`src/rtl/reg_file_cfg.sv`:
```
// ============================================================================
// Module      : reg_file_cfg
// Description : Parametrised configuration register file. Per-entry reset
//               image, byte-strobed writes, 1- or 2-cycle read pipeline,
//               out-of-range address flagging and a write-lock entry that
//               protects the exported entries. The first NUM_EXPORT entries
//               are exported flat on REG_EXPORT (entry 0 in the LSBs).
//               Optional feature macro: REG_FILE_PARITY_EN (adds a stored
//               even-parity bit per entry and the Par_Err output).
// Revision    : 1.0 - initial release
// ============================================================================
`default_nettype none

module reg_file_cfg #(
    parameter int                      DATA_W     = 8,
    parameter int                      DEPTH      = 16,
    parameter int                      ADDR_W     = 4,
    parameter int                      RD_LAT     = 1,
    parameter int                      NUM_EXPORT = 4,
    parameter int                      LOCK_IDX   = 15,
    parameter logic [DEPTH*DATA_W-1:0] RST_VALS   = 128'h0000_0000_0000_0000_0000_0000_0823_0000
) (
    input  logic                         CLK,
    input  logic                         rst,
    input  logic                         WrEN,
    input  logic                         RdEN,
    input  logic [DATA_W-1:0]            WrData,
    input  logic [DATA_W/8-1:0]          WrStrb,
    input  logic [ADDR_W-1:0]            Address,
    output logic [DATA_W-1:0]            Rd_Data,
    output logic                         Rd_Data_VLD,
    output logic                         Addr_Err,
`ifdef REG_FILE_PARITY_EN
    output logic                         Par_Err,
`endif
    output logic [NUM_EXPORT*DATA_W-1:0] REG_EXPORT
);

    localparam int                c_NB    = DATA_W / 8;
    // Comparisons are done one bit wider so DEPTH == 2**ADDR_W is representable
    localparam logic [ADDR_W:0]   c_DEPTH = (ADDR_W+1)'(DEPTH);
    localparam logic [ADDR_W:0]   c_NEXP  = (ADDR_W+1)'(NUM_EXPORT);
    localparam logic [ADDR_W-1:0] c_LOCK  = ADDR_W'(LOCK_IDX);

    logic [DATA_W-1:0] r_mem_q [DEPTH];
    logic [DATA_W-1:0] w_mem_d [DEPTH];

    logic              w_in_range;
    logic              w_lock_tgt;
    logic              w_wr_ok;
    logic              w_rd_req;
    logic [DATA_W-1:0] w_rd_word;

    logic              r_s1_vld_q,  w_s1_vld_d;
    logic [DATA_W-1:0] r_s1_data_q, w_s1_data_d;
    logic              r_s1_err_q,  w_s1_err_d;
    logic              r_wr_err_q,  w_wr_err_d;
    logic              w_rd_err_out;

    assign w_in_range = ({1'b0, Address} < c_DEPTH);
    // The lock entry stays writable even if it were placed inside the export range
    assign w_lock_tgt = ({1'b0, Address} < c_NEXP) && (Address != c_LOCK);
    assign w_wr_ok    = WrEN && w_in_range && !(r_mem_q[LOCK_IDX][0] && w_lock_tgt);
    assign w_rd_req   = RdEN && !WrEN;

    // Next array contents: merge strobed bytes into the addressed entry
    always_comb begin
        w_mem_d = r_mem_q;
        for (int i = 0; i < DEPTH; i++) begin
            if (w_wr_ok && (Address == ADDR_W'(i))) begin
                for (int k = 0; k < c_NB; k++) begin
                    if (WrStrb[k]) begin
                        w_mem_d[i][8*k +: 8] = WrData[8*k +: 8];
                    end
                end
            end
        end
    end

    // Read mux of the current array contents (zero when out of range)
    always_comb begin
        w_rd_word = '0;
        for (int i = 0; i < DEPTH; i++) begin
            if (Address == ADDR_W'(i)) begin
                w_rd_word = r_mem_q[i];
            end
        end
    end

    // First read stage next-state; data holds between reads
    always_comb begin
        w_s1_vld_d  = w_rd_req;
        w_s1_data_d = r_s1_data_q;
        if (w_rd_req) begin
            w_s1_data_d = w_in_range ? w_rd_word : '0;
        end
        w_s1_err_d  = w_rd_req && !w_in_range;
        w_wr_err_d  = WrEN && !w_in_range;
    end

    // Array and first read stage registers with synchronous reset
    always_ff @(posedge CLK) begin
        if (rst) begin
            for (int i = 0; i < DEPTH; i++) begin
                r_mem_q[i] <= RST_VALS[i*DATA_W +: DATA_W];
            end
            r_s1_vld_q  <= 1'b0;
            r_s1_data_q <= '0;
            r_s1_err_q  <= 1'b0;
            r_wr_err_q  <= 1'b0;
        end else begin
            r_mem_q     <= w_mem_d;
            r_s1_vld_q  <= w_s1_vld_d;
            r_s1_data_q <= w_s1_data_d;
            r_s1_err_q  <= w_s1_err_d;
            r_wr_err_q  <= w_wr_err_d;
        end
    end

`ifdef REG_FILE_PARITY_EN
    logic [DEPTH-1:0] r_par_q, w_par_d;
    logic             w_rd_par_err;
    logic             r_s1_perr_q, w_s1_perr_d;
    logic             w_perr_out;

    // Parity is only recomputed for the entry actually written, so a stored
    // mismatch survives until that entry is rewritten
    always_comb begin
        w_par_d = r_par_q;
        for (int i = 0; i < DEPTH; i++) begin
            if (w_wr_ok && (Address == ADDR_W'(i))) begin
                w_par_d[i] = ^w_mem_d[i];
            end
        end
    end

    // Compare stored parity of the addressed entry against its data
    always_comb begin
        w_rd_par_err = 1'b0;
        for (int i = 0; i < DEPTH; i++) begin
            if (Address == ADDR_W'(i)) begin
                w_rd_par_err = (^r_mem_q[i]) != r_par_q[i];
            end
        end
        w_s1_perr_d = w_rd_req && w_in_range && w_rd_par_err;
    end

    // Parity storage and first-stage parity flag
    always_ff @(posedge CLK) begin
        if (rst) begin
            for (int i = 0; i < DEPTH; i++) begin
                r_par_q[i] <= ^RST_VALS[i*DATA_W +: DATA_W];
            end
            r_s1_perr_q <= 1'b0;
        end else begin
            r_par_q     <= w_par_d;
            r_s1_perr_q <= w_s1_perr_d;
        end
    end

    assign Par_Err = w_perr_out;
`endif

    generate
        if (RD_LAT == 2) begin : g_lat2
            logic              r_s2_vld_q;
            logic [DATA_W-1:0] r_s2_data_q, w_s2_data_d;
            logic              r_s2_err_q;

            // Second stage only reloads data when a read leaves stage one
            always_comb begin
                w_s2_data_d = r_s1_vld_q ? r_s1_data_q : r_s2_data_q;
            end

            // Second read stage registers
            always_ff @(posedge CLK) begin
                if (rst) begin
                    r_s2_vld_q  <= 1'b0;
                    r_s2_data_q <= '0;
                    r_s2_err_q  <= 1'b0;
                end else begin
                    r_s2_vld_q  <= r_s1_vld_q;
                    r_s2_data_q <= w_s2_data_d;
                    r_s2_err_q  <= r_s1_err_q;
                end
            end

`ifdef REG_FILE_PARITY_EN
            logic r_s2_perr_q;
            // Parity flag follows the read through the second stage
            always_ff @(posedge CLK) begin
                if (rst) begin
                    r_s2_perr_q <= 1'b0;
                end else begin
                    r_s2_perr_q <= r_s1_perr_q;
                end
            end
            assign w_perr_out = r_s2_perr_q;
`endif
            assign Rd_Data      = r_s2_data_q;
            assign Rd_Data_VLD  = r_s2_vld_q;
            assign w_rd_err_out = r_s2_err_q;
        end else begin : g_lat1
`ifdef REG_FILE_PARITY_EN
            assign w_perr_out = r_s1_perr_q;
`endif
            assign Rd_Data      = r_s1_data_q;
            assign Rd_Data_VLD  = r_s1_vld_q;
            assign w_rd_err_out = r_s1_err_q;
        end
    endgenerate

    // Read errors are aligned with their VLD; write errors appear the cycle after
    assign Addr_Err = w_rd_err_out | r_wr_err_q;

    generate
        for (genvar g = 0; g < NUM_EXPORT; g++) begin : g_export
            assign REG_EXPORT[g*DATA_W +: DATA_W] = r_mem_q[g];
        end
    endgenerate

endmodule

`default_nettype wire

```
`config.mk`:
```
export PLATFORM = sky130hd
export DESIGN_NAME = reg_file_cfg
export DESIGN_NICKNAME = d
export VERILOG_FILES = /design/src/rtl/reg_file_cfg.sv
export SDC_FILE = /design/constraint.sdc
export NUM_CORES = 1
export LEC_CHECK = 0
export CAP_MARGIN = 25
export CELL_PAD_IN_SITES_DETAIL_PLACEMENT = 1
export CELL_PAD_IN_SITES_GLOBAL_PLACEMENT = 2
export CORE_UTILIZATION = 25
export CTS_CLUSTER_DIAMETER = 50
export CTS_CLUSTER_SIZE = 16
export DETAILED_ROUTE_END_ITERATION = 8
export HOLD_SLACK_MARGIN = 0.05
export PLACE_DENSITY = 0.63
export SETUP_SLACK_MARGIN = 0.15
export SLEW_MARGIN = 20
export SYNTH_ARGS = -nofsm -noshare
export SYNTH_HDL_FRONTEND = slang
export SYNTH_SLANG_ARGS = --single-unit
```
`constraint.sdc`:
```
create_clock -name CLK -period 2.06 [get_ports CLK]
set_input_delay 0.206 -clock CLK [delete_from_list [all_inputs] [get_ports CLK]]
set_output_delay 0.206 -clock CLK [all_outputs]
set_load 0.05 [all_outputs]
```
==> results of run 1 <==
-- power by group --
part	internal (mW)	total (mW)	switching, mW	leakage [nW]
sequential	2.67	2.69	0.0182	1.11
clock	1.82	3.06	1.24	0.275
combinational	0.225	0.620	0.395	1.62
total	4.72	6.37	1.65	3.00
-- through the flow --
stage               hold WS (ns)  worst slack (ns)  power, mW  TNS (ns)
CTS                        0.477             0.152       6.44         0
detailed placement         0.444            -0.105       3.37    -0.105
global route               0.507             0.151       6.60         0
floorplan                  0.324             0.557       3.09         0
finish                     0.479             0.192       6.37         0
global placement           0.437           -0.0850       3.36   -0.0908
-- sequential cells by signal, indices dropped and copies added, names as in the netlist --
signal       flops
REG_EXPORT      32
r_mem_q         96
Rd_Data_VLD      1
Rd_Data          8
-- tightest hold or removal path, stage by stage (launching register included) --
cell and delay, ns:
sky130_fd_sc_hd__dfxtp_1 0.30, sky130_fd_sc_hd__o21ai_1 0.06, sky130_fd_sc_hd__a21oi_1 0.06
-- cell type report --
class | instances | area (sq um) | area share (%)
Multi-Input combinational cell | 507 | 3240 | 38.6
Sequential cell | 137 | 2740 | 32.6
Timing Repair Buffer | 146 | 1390 | 16.5
Clock buffer | 18 | 439 | 5.22
Tap cell | 330 | 413 | 4.91
Clock inverter | 14 | 148 | 1.76
Inverter | 7 | 31.3 | 0.372
-- Yosys cell counts, types with 2 or more instances --
| master | n | share of area, % |
|---|---|---|
| sky130_fd_sc_hd__nand3b_1 | 2 | 0.23 |
| sky130_fd_sc_hd__nand3_1 | 4 | 0.31 |
| sky130_fd_sc_hd__a211oi_1 | 4 | 0.46 |
| sky130_fd_sc_hd__and2b_1 | 2 | 0.23 |
| sky130_fd_sc_hd__dfxtp_1 | 137 | 42 |
| sky130_fd_sc_hd__o21ai_1 | 7 | 0.53 |
| sky130_fd_sc_hd__o21ai_0 | 86 | 6.6 |
| sky130_fd_sc_hd__nor4_1 | 3 | 0.29 |
| sky130_fd_sc_hd__mux2i_1 | 69 | 11 |
| sky130_fd_sc_hd__a211o_1 | 7 | 0.93 |
| sky130_fd_sc_hd__o22ai_1 | 5 | 0.48 |
| sky130_fd_sc_hd__nor2_1 | 72 | 4.1 |
| sky130_fd_sc_hd__nand2_1 | 82 | 4.7 |
| sky130_fd_sc_hd__nor2_4 | 6 | 1.0 |
| sky130_fd_sc_hd__a22o_1 | 2 | 0.27 |
| sky130_fd_sc_hd__o31ai_1 | 2 | 0.23 |
| sky130_fd_sc_hd__nor2b_1 | 5 | 0.48 |
| sky130_fd_sc_hd__o211ai_1 | 2 | 0.23 |
| sky130_fd_sc_hd__mux2_2 | 6 | 1.0 |
| sky130_fd_sc_hd__o21bai_1 | 2 | 0.23 |
| sky130_fd_sc_hd__buf_2 | 14 | 1.1 |
| sky130_fd_sc_hd__mux4_2 | 11 | 3.8 |
| sky130_fd_sc_hd__a21oi_1 | 82 | 6.3 |
| sky130_fd_sc_hd__o2111ai_1 | 3 | 0.40 |
| sky130_fd_sc_hd__a21o_1 | 2 | 0.23 |
| sky130_fd_sc_hd__buf_6 | 4 | 0.69 |
| sky130_fd_sc_hd__nor3_1 | 3 | 0.23 |
| sky130_fd_sc_hd__a32oi_1 | 2 | 0.27 |
| sky130_fd_sc_hd__and2_1 | 2 | 0.19 |
| sky130_fd_sc_hd__o21a_1 | 2 | 0.23 |
| sky130_fd_sc_hd__buf_4 | 37 | 4.2 |
| sky130_fd_sc_hd__inv_1 | 5 | 0.29 |
| sky130_fd_sc_hd__mux4_1 | 3 | 1.2 |
| sky130_fd_sc_hd__clkbuf_1 | 33 | 1.9 |
| sky130_fd_sc_hd__a31oi_1 | 3 | 0.29 |
| sky130_fd_sc_hd__nand2b_1 | 5 | 0.48 |
| sky130_fd_sc_hd__nor2_2 | 2 | 0.19 |
-- metal layers --
metal | vias up | routed length [um] | part of all wire [%]
met5 | - | 0 | 0
met4 | 0 | 675 | 2.9
met3 | 34 | 468 | 2.0
met2 | 87 | 11300 | 48
met1 | 2912 | 11100 | 47
li1 | 2735 | - | -
-- kinds of logic after synthesis --
group | share of synthesized area (%)
flip-flops | 41.8
AND/OR/NAND/NOR | 13.5
other | 0.0571
buffers and inverters | 8.77
multiplexers | 16.5
AO/OA/AOI/OAI | 19.4
-- placed cells by master, fill, tap and decap left out, types with 3 or more instances in the layout --
cell	instances
sky130_fd_sc_hd__a31oi_1	3
sky130_fd_sc_hd__inv_6	3
sky130_fd_sc_hd__a211o_1	7
sky130_fd_sc_hd__clkdlybuf4s50_1	49
sky130_fd_sc_hd__mux2i_1	69
sky130_fd_sc_hd__nor2_1	72
sky130_fd_sc_hd__mux2_2	6
sky130_fd_sc_hd__o2111ai_1	3
sky130_fd_sc_hd__buf_4	77
sky130_fd_sc_hd__inv_1	5
sky130_fd_sc_hd__a21oi_1	82
sky130_fd_sc_hd__nand3_1	4
sky130_fd_sc_hd__buf_12	12
sky130_fd_sc_hd__dlymetal6s2s_1	5
sky130_fd_sc_hd__a211oi_1	4
sky130_fd_sc_hd__mux4_2	11
sky130_fd_sc_hd__o22ai_1	5
sky130_fd_sc_hd__o21ai_1	7
sky130_fd_sc_hd__nand2_1	82
sky130_fd_sc_hd__clkinv_2	3
sky130_fd_sc_hd__dfxtp_1	137
sky130_fd_sc_hd__nand2b_1	5
sky130_fd_sc_hd__o21ai_0	86
sky130_fd_sc_hd__nor4_1	3
sky130_fd_sc_hd__nor2_4	6
sky130_fd_sc_hd__clkinvlp_4	5
sky130_fd_sc_hd__nor2b_1	5
sky130_fd_sc_hd__mux4_1	3
sky130_fd_sc_hd__nor3_1	3
sky130_fd_sc_hd__clkbuf_16	17
-- worst max-delay path by stage --
stage | start | slack, ns | cells after the start | endpoint
2_1_floorplan | Address[0] | 0.56 | 6 | Rd_Data[4]
3_3_place_gp | Address[3] | -0.08 | 8 | Rd_Data[7]
3_5_place_dp | Address[3] | -0.11 | 8 | Rd_Data[7]
4_1_cts | REG_EXPORT[29] | 0.15 | 1 | REG_EXPORT[29]
5_1_grt | REG_EXPORT[15] | 0.15 | 1 | REG_EXPORT[15]
6_report | REG_EXPORT[26] | 0.19 | 1 | REG_EXPORT[26]
-- timing repair --
action	CTS	global route
resized for setup	0	5
hold buffers	1	0
setup endpoints to repair	0	5
endpoints found under the hold margin	1	0
==> metrics.txt, run 1 <==
# TYPE chip_impl_metric gauge
chip_impl_metric{name="asyncSetResetFlopFracSynth",unit="%"} 0
chip_impl_metric{name="clock_sink_count",unit=""} 137
chip_impl_metric{name="gr-usage-met1",unit="%"} 23.4
chip_impl_metric{name="die_area",unit="sq um"} 26900
chip_impl_metric{name="top_level_ports",unit=""} 59
chip_impl_metric{name="finalNetCount",unit=""} 833
chip_impl_metric{name="cell_area_after_placement",unit="sq um"} 7800
chip_impl_metric{name="period_minus_slack",unit="ns"} 1.87
chip_impl_metric{name="placement_rows",unit=""} 58
chip_impl_metric{name="gr-total-overflow",unit=""} 0
chip_impl_metric{name="portBuffers",unit=""} 57
chip_impl_metric{name="global_route.usage.met2",unit="%"} 30.5
chip_impl_metric{name="syn_to_final_growth",unit="%"} 28.1
chip_impl_metric{name="routed_wire_length_per_instance",unit="um"} 20.2
chip_impl_metric{name="synthesis.nets",unit=""} 758
chip_impl_info{name="cpMaxStageDelayCell",value="sky130_fd_sc_hd__clkdlybuf4s50_1"} 1
chip_impl_metric{name="worst_clock_skew",unit="ns"} 0.0171
chip_impl_metric{name="layout.core_utilization",unit="%"} 33.0
chip_impl_info{name="hold_class",value="reg2reg"} 1
chip_impl_metric{name="power_density",unit="nW/um^2"} 758
chip_impl_metric{name="antenna-diode-count",unit=""} 0
chip_impl_metric{name="avgSynthCellArea",unit="sq um"} 8.86
chip_impl_metric{name="number_of_enable_flip_flop_cells_after_synthesis",unit=""} 0
chip_impl_metric{name="worst_slew_margin_rel",unit="%"} 60.5
chip_impl_metric{name="leakage",unit="nW"} 3.00
chip_impl_info{name="globalRoute.busiestLayer",value="met2"} 1
chip_impl_metric{name="floorplan.die.width",unit="um"} 164
chip_impl_metric{name="cts_buffers",unit=""} 17
chip_impl_metric{name="dr.pass1.iters",unit=""} 4
chip_impl_info{name="critical_path.top_delay_family",value="buffers and inverters"} 1
chip_impl_metric{name="worstPathBufferInverterCount",unit=""} 1
chip_impl_metric{name="detailedRoute.firstIterationViolations",unit=""} 339
chip_impl_metric{name="design.core.area",unit="sq um"} 25500
chip_impl_metric{name="timing.critical_path.arrival",unit="ns"} 1.66
chip_impl_metric{name="synth_cells",unit=""} 741
chip_impl_metric{name="placed_cells_incl_taps",unit=""} 1126
chip_impl_metric{name="post_route_cells_drive_above_1_share",unit="%"} 18.7
chip_impl_info{name="critical_path_class",value="reg2out"} 1
chip_impl_metric{name="path_max_fanout",unit=""} 3
chip_impl_metric{name="initial_utilization",unit="%"} 25.8
chip_impl_metric{name="max_slew.worst_pin.slew",unit="ns"} 0.593
chip_impl_metric{name="post-dp-hpwl",unit="um"} 16600
chip_impl_metric{name="cts.path.max_buffers",unit=""} 2
chip_impl_info{name="worstPathCellList",value="clkdlybuf4s50_1"} 1
chip_impl_metric{name="cp.required",unit="ns"} 1.85
chip_impl_info{name="hold_path_end",value="r_mem_q[82]"} 1
chip_impl_metric{name="track_usage",unit="%"} 18.4
chip_impl_metric{name="synth_warnings",unit=""} 0
chip_impl_metric{name="grt.met3_usage",unit="%"} 2.65
chip_impl_metric{name="via_count",unit=""} 5768
chip_impl_metric{name="clkTransAtPathRegs",unit="ns"} 0.06
chip_impl_metric{name="seq_area_frac_synth",unit="%"} 41.8
chip_impl_metric{name="wirelength",unit="um"} 23500
chip_impl_metric{name="slowest_delay",unit="ns"} 0.83
chip_impl_metric{name="clk_latency",unit="ns"} 0.43
chip_impl_info{name="critPathCaptureType",value="primary output"} 1
chip_impl_info{name="cts_tree",value="done"} 1
chip_impl_metric{name="fin_crit_sh",unit="%"} 90.7
chip_impl_metric{name="worst-r2r-setup-slack",unit="ns"} 0.40
chip_impl_info{name="r2r_end",value="Rd_Data[3]"} 1
chip_impl_metric{name="cts_setup_buffers",unit=""} 0
chip_impl_info{name="status",value="completed"} 1
chip_impl_info{name="setup_repair_after_global_routing_missed_its_margin",value="no"} 1
chip_impl_info{name="worstReg2RegStart",value="REG_EXPORT[11]"} 1
chip_impl_metric{name="post_synth_num_cell_types",unit=""} 60
chip_impl_info{name="root_buffer",value="sky130_fd_sc_hd__clkbuf_16"} 1
chip_impl_metric{name="drt.antenna.violating_nets",unit=""} 0
chip_impl_metric{name="final_hold_viol_count",unit=""} 0
chip_impl_metric{name="n_fill_cell",unit=""} 2904
chip_impl_metric{name="min_delay_path_depth",unit=""} 2
chip_impl_metric{name="synth-seq-cells",unit=""} 137
chip_impl_metric{name="cap_violations",unit=""} 0
chip_impl_metric{name="vias_per_cell",unit=""} 4.98
chip_impl_metric{name="final-setup-viol-count",unit=""} 0
chip_impl_metric{name="h-tree-depth",unit=""} 4
chip_impl_info{name="cp-start-kind",value="flip-flop"} 1
chip_impl_metric{name="grt_pass1_vias",unit=""} 6221
chip_impl_metric{name="finalWeightedCongestion",unit=""} 0.870
chip_impl_metric{name="antenna_found_initial",unit=""} 0
chip_impl_metric{name="pin_count_of_the_biggest_net_entering_global_routing",unit=""} 129
chip_impl_metric{name="syn_area",unit="sq um"} 6560
chip_impl_metric{name="reg2regPathDepth",unit=""} 4
chip_impl_metric{name="timing_max_transition_violations_final",unit=""} 0
chip_impl_metric{name="fin_area",unit="sq um"} 8410
chip_impl_metric{name="achievable-frequency",unit="MHz"} 535
chip_impl_info{name="holdCritStartpoint",value="r_mem_q[82]"} 1
chip_impl_info{name="dominantRegCellSynth",value="sky130_fd_sc_hd__dfxtp_1"} 1
chip_impl_metric{name="die_height",unit="um"} 164
chip_impl_metric{name="wire_length_of_the_first_global_routing_pass",unit="um"} 36600
chip_impl_metric{name="layout.cells.non_filler",unit=""} 1159
chip_impl_metric{name="drc",unit=""} 0
chip_impl_metric{name="ir_worst_vdd",unit="V"} 0.000540
(Power assumes the default switching activity.)
==> run 2: changes to the inputs <==
--- a/config.mk
+++ b/config.mk
@@ -12,7 +12,7 @@
 export CTS_CLUSTER_DIAMETER = 50
 export CTS_CLUSTER_SIZE = 16
 export DETAILED_ROUTE_END_ITERATION = 8
-export HOLD_SLACK_MARGIN = 0.05
+export HOLD_SLACK_MARGIN = 0.08
 export PLACE_DENSITY = 0.63
 export SETUP_SLACK_MARGIN = 0.15
 export SLEW_MARGIN = 20
==> results of run 2 <==
The final DEF is identical to that of run 1; final timing and power are the same.
==> run 3: changes to the inputs <==
--- a/config.mk
+++ b/config.mk
@@ -6,14 +6,12 @@
 export NUM_CORES = 1
 export LEC_CHECK = 0
 export CAP_MARGIN = 25
-export CELL_PAD_IN_SITES_DETAIL_PLACEMENT = 1
-export CELL_PAD_IN_SITES_GLOBAL_PLACEMENT = 2
 export CORE_UTILIZATION = 25
 export CTS_CLUSTER_DIAMETER = 50
 export CTS_CLUSTER_SIZE = 16
 export DETAILED_ROUTE_END_ITERATION = 8
 export HOLD_SLACK_MARGIN = 0.08
-export PLACE_DENSITY = 0.63
+export PLACE_DENSITY = 0.45
 export SETUP_SLACK_MARGIN = 0.15
 export SLEW_MARGIN = 20
 export SYNTH_ARGS = -nofsm -noshare
==> metrics.txt, run 3 (synthesis gave the netlist of run 1 again) <==
# TYPE chip_impl_metric gauge
chip_impl_info{name="mostFrequentLayoutCell",value="sky130_fd_sc_hd__dfxtp_1"} 1
chip_impl_metric{name="worst_clock_skew",unit="ns"} 0.0102
chip_impl_metric{name="antenna-diode-count",unit=""} 0
chip_impl_metric{name="layout.core_utilization",unit="%"} 33.0
chip_impl_metric{name="h-tree-depth",unit=""} 4
chip_impl_info{name="critPathCaptureType",value="primary output"} 1
chip_impl_metric{name="layout.cells.non_filler",unit=""} 1158
chip_impl_info{name="setup_repair_after_global_routing_missed_its_margin",value="no"} 1
chip_impl_metric{name="vias_per_cell",unit=""} 4.86
chip_impl_metric{name="placement_rows",unit=""} 58
chip_impl_info{name="status",value="completed"} 1
chip_impl_metric{name="die_height",unit="um"} 164
chip_impl_metric{name="pin_count_of_the_biggest_net_entering_global_routing",unit=""} 130
chip_impl_metric{name="grt_pass1_vias",unit=""} 5453
chip_impl_metric{name="ir_worst_vdd",unit="V"} 0.000444
chip_impl_metric{name="cts_buffers",unit=""} 17
chip_impl_metric{name="detailedRoute.firstIterationViolations",unit=""} 384
chip_impl_metric{name="design.core.area",unit="sq um"} 25500
chip_impl_metric{name="comb_power_share",unit="%"} 9.6
chip_impl_metric{name="cell_area_after_placement",unit="sq um"} 7800
chip_impl_metric{name="clock_sink_count",unit=""} 137
chip_impl_metric{name="fin_area",unit="sq um"} 8390
chip_impl_metric{name="cts.hold.buffers_added",unit=""} 0
chip_impl_metric{name="cts_setup_buffers",unit=""} 0
chip_impl_metric{name="final_hold_viol_count",unit=""} 0
chip_impl_metric{name="worstPathBufferInverterCount",unit=""} 1
chip_impl_metric{name="power_density",unit="nW/um^2"} 765
chip_impl_metric{name="via_count",unit=""} 5628
chip_impl_metric{name="max_slew.worst_pin.slew",unit="ns"} 0.708
chip_impl_metric{name="postLayoutSetupSlackWorst",unit="ns"} 0.206
chip_impl_metric{name="post_route_cells_drive_above_1_share",unit="%"} 18.7
chip_impl_metric{name="path_max_fanout",unit=""} 2
chip_impl_metric{name="fin_crit_sh",unit="%"} 90.0
chip_impl_metric{name="largest_register_ff_count",unit=""} 96
chip_impl_metric{name="routed_wire_length_per_instance",unit="um"} 18.8
chip_impl_metric{name="final-setup-viol-count",unit=""} 0
chip_impl_metric{name="wire_length_of_the_first_global_routing_pass",unit="um"} 33900
chip_impl_metric{name="floorplan.die.width",unit="um"} 164
chip_impl_metric{name="timing_max_transition_violations_final",unit=""} 0
chip_impl_metric{name="die_area",unit="sq um"} 26900
chip_impl_metric{name="top_level_ports",unit=""} 59
chip_impl_metric{name="achievable-frequency",unit="MHz"} 540
chip_impl_metric{name="p_seq_share",unit="%"} 41.9
chip_impl_metric{name="track_usage",unit="%"} 17.0
chip_impl_metric{name="clk_latency",unit="ns"} 0.43
chip_impl_metric{name="post-dp-hpwl",unit="um"} 14700
chip_impl_metric{name="cp.required",unit="ns"} 1.85
chip_impl_info{name="cts_tree",value="done"} 1
chip_impl_info{name="most_frequent_cells_in_the_layout",value="sky130_fd_sc_hd__dfxtp_1 (137), sky130_fd_sc_hd__o21ai_0 (86), sky130_fd_sc_hd__nand2_1 (82), sky130_fd_sc_hd__a21oi_1 (82), sky130_fd_sc_hd__buf_4 (77)"} 1
chip_impl_metric{name="p_sw",unit="mW"} 1.72
chip_impl_metric{name="worst_slew_margin_rel",unit="%"} 52.8
chip_impl_metric{name="syn_to_final_growth",unit="%"} 27.9
chip_impl_info{name="cpMaxStageDelayCell",value="sky130_fd_sc_hd__clkdlybuf4s50_1"} 1
chip_impl_metric{name="cap_violations",unit=""} 0
chip_impl_metric{name="timing.critical_path.arrival",unit="ns"} 1.65
chip_impl_metric{name="switch_share",unit="%"} 26.8
chip_impl_metric{name="intPower",unit="mW"} 4.70
chip_impl_metric{name="p_clk_share",unit="%"} 48.5
chip_impl_metric{name="finalWeightedCongestion",unit=""} 0.805
chip_impl_info{name="cp-start-kind",value="flip-flop"} 1
chip_impl_metric{name="gr-total-overflow",unit=""} 0
chip_impl_info{name="worstPathCellList",value="clkdlybuf4s50_1"} 1
chip_impl_metric{name="drt.antenna.violating_nets",unit=""} 0
chip_impl_metric{name="leakage",unit="nW"} 2.91
chip_impl_metric{name="drc",unit=""} 0
chip_impl_metric{name="slowest_delay",unit="ns"} 0.83
chip_impl_metric{name="cts.path.max_buffers",unit=""} 2
chip_impl_metric{name="initial_utilization",unit="%"} 25.8
chip_impl_info{name="registers.top_by_ff_count",value="r_mem_q"} 1
chip_impl_info{name="root_buffer",value="sky130_fd_sc_hd__clkbuf_16"} 1
chip_impl_info{name="critical_path.top_delay_family",value="buffers and inverters"} 1
chip_impl_metric{name="finalNetCount",unit=""} 832
chip_impl_metric{name="placement.setup.worst_slack",unit="ns"} -0.0183
chip_impl_info{name="critical_path_class",value="reg2out"} 1
chip_impl_metric{name="placed_cells_incl_taps",unit=""} 1126
chip_impl_metric{name="portBuffers",unit=""} 57
chip_impl_info{name="hold_class",value="in2reg"} 1
chip_impl_metric{name="dr.pass1.iters",unit=""} 5
chip_impl_metric{name="wirelength",unit="um"} 21800
chip_impl_metric{name="setup_tns",unit="ns"} 0
chip_impl_metric{name="n_fill_cell",unit=""} 2671
chip_impl_metric{name="period_minus_slack",unit="ns"} 1.85
chip_impl_metric{name="antenna_found_initial",unit=""} 0
chip_impl_metric{name="clkTransAtPathRegs",unit="ns"} 0.06
run 3: worst reg2reg max path: stages, from the launching register on:
cell	delay, ns
sky130_fd_sc_hd__dfxtp_1	0.33
sky130_fd_sc_hd__mux4_1	0.61
sky130_fd_sc_hd__o211ai_1	0.28
sky130_fd_sc_hd__o2111ai_1	0.16
sky130_fd_sc_hd__a22o_1	0.19
run 3: final cells by class:
class | instances | area, sq um | share of cell area [%]
Multi-Input combinational cell | 507 | 3240 | 38.6
Timing Repair Buffer | 145 | 1370 | 16.3
Inverter | 7 | 31.3 | 0.373
Sequential cell | 137 | 2740 | 32.7
Clock inverter | 15 | 166 | 1.98
Clock buffer | 17 | 425 | 5.07
Tap cell | 330 | 413 | 4.92
run 3: repair_timing:
| action | 4_1_cts | 5_1_grt |
|---|---|---|
| endpoints found under the hold margin | 0 | 0 |
| endpoints found under the setup margin | 0 | 1 |
| resized for setup | 0 | 1 |
run 3: power by group through the flow:
stage / Clock [mW] / Combinational, mW / Sequential [mW]
after global placement: 0 / 0.618 / 2.75
after floorplan: 0 / 0.322 / 2.77
after CTS: 3.18 / 0.616 / 2.69
after detailed placement: 0 / 0.615 / 2.75
after global routing: 3.30 / 0.656 / 2.69
final: 3.11 / 0.614 / 2.69
run 3: stage by stage:
step	hold WS, ns	power [mW]
6_report	0.321	6.42
5_1_grt	0.365	6.65
4_1_cts	0.317	6.48
3_5_place_dp	0.466	3.36
3_3_place_gp	0.457	3.37
2_1_floorplan	0.324	3.09
run 3: path summary, 6_finish.rpt:
| kind | cells past startpoint | to | start | slack [ns] |
|---|---|---|---|---|
| setup reg to reg | 4 | Rd_Data[3] | REG_EXPORT[11] | 0.37 |
| setup / recovery | 1 | Rd_Data[2] | Rd_Data[2] | 0.21 |
| hold / removal | 3 | r_mem_q[30] | rst | 0.32 |
| hold reg to reg | 2 | r_mem_q[42] | r_mem_q[42] | 0.47 |
run 3: metal layers:
metal	GRT usage, %	up-vias	share of wire (%)
met1	24.0	2741	49
met2	26.4	133	46
met4	4.25	0	1.2
li1	-	2736	-
met3	3.28	18	3.9
met5	0	-	0
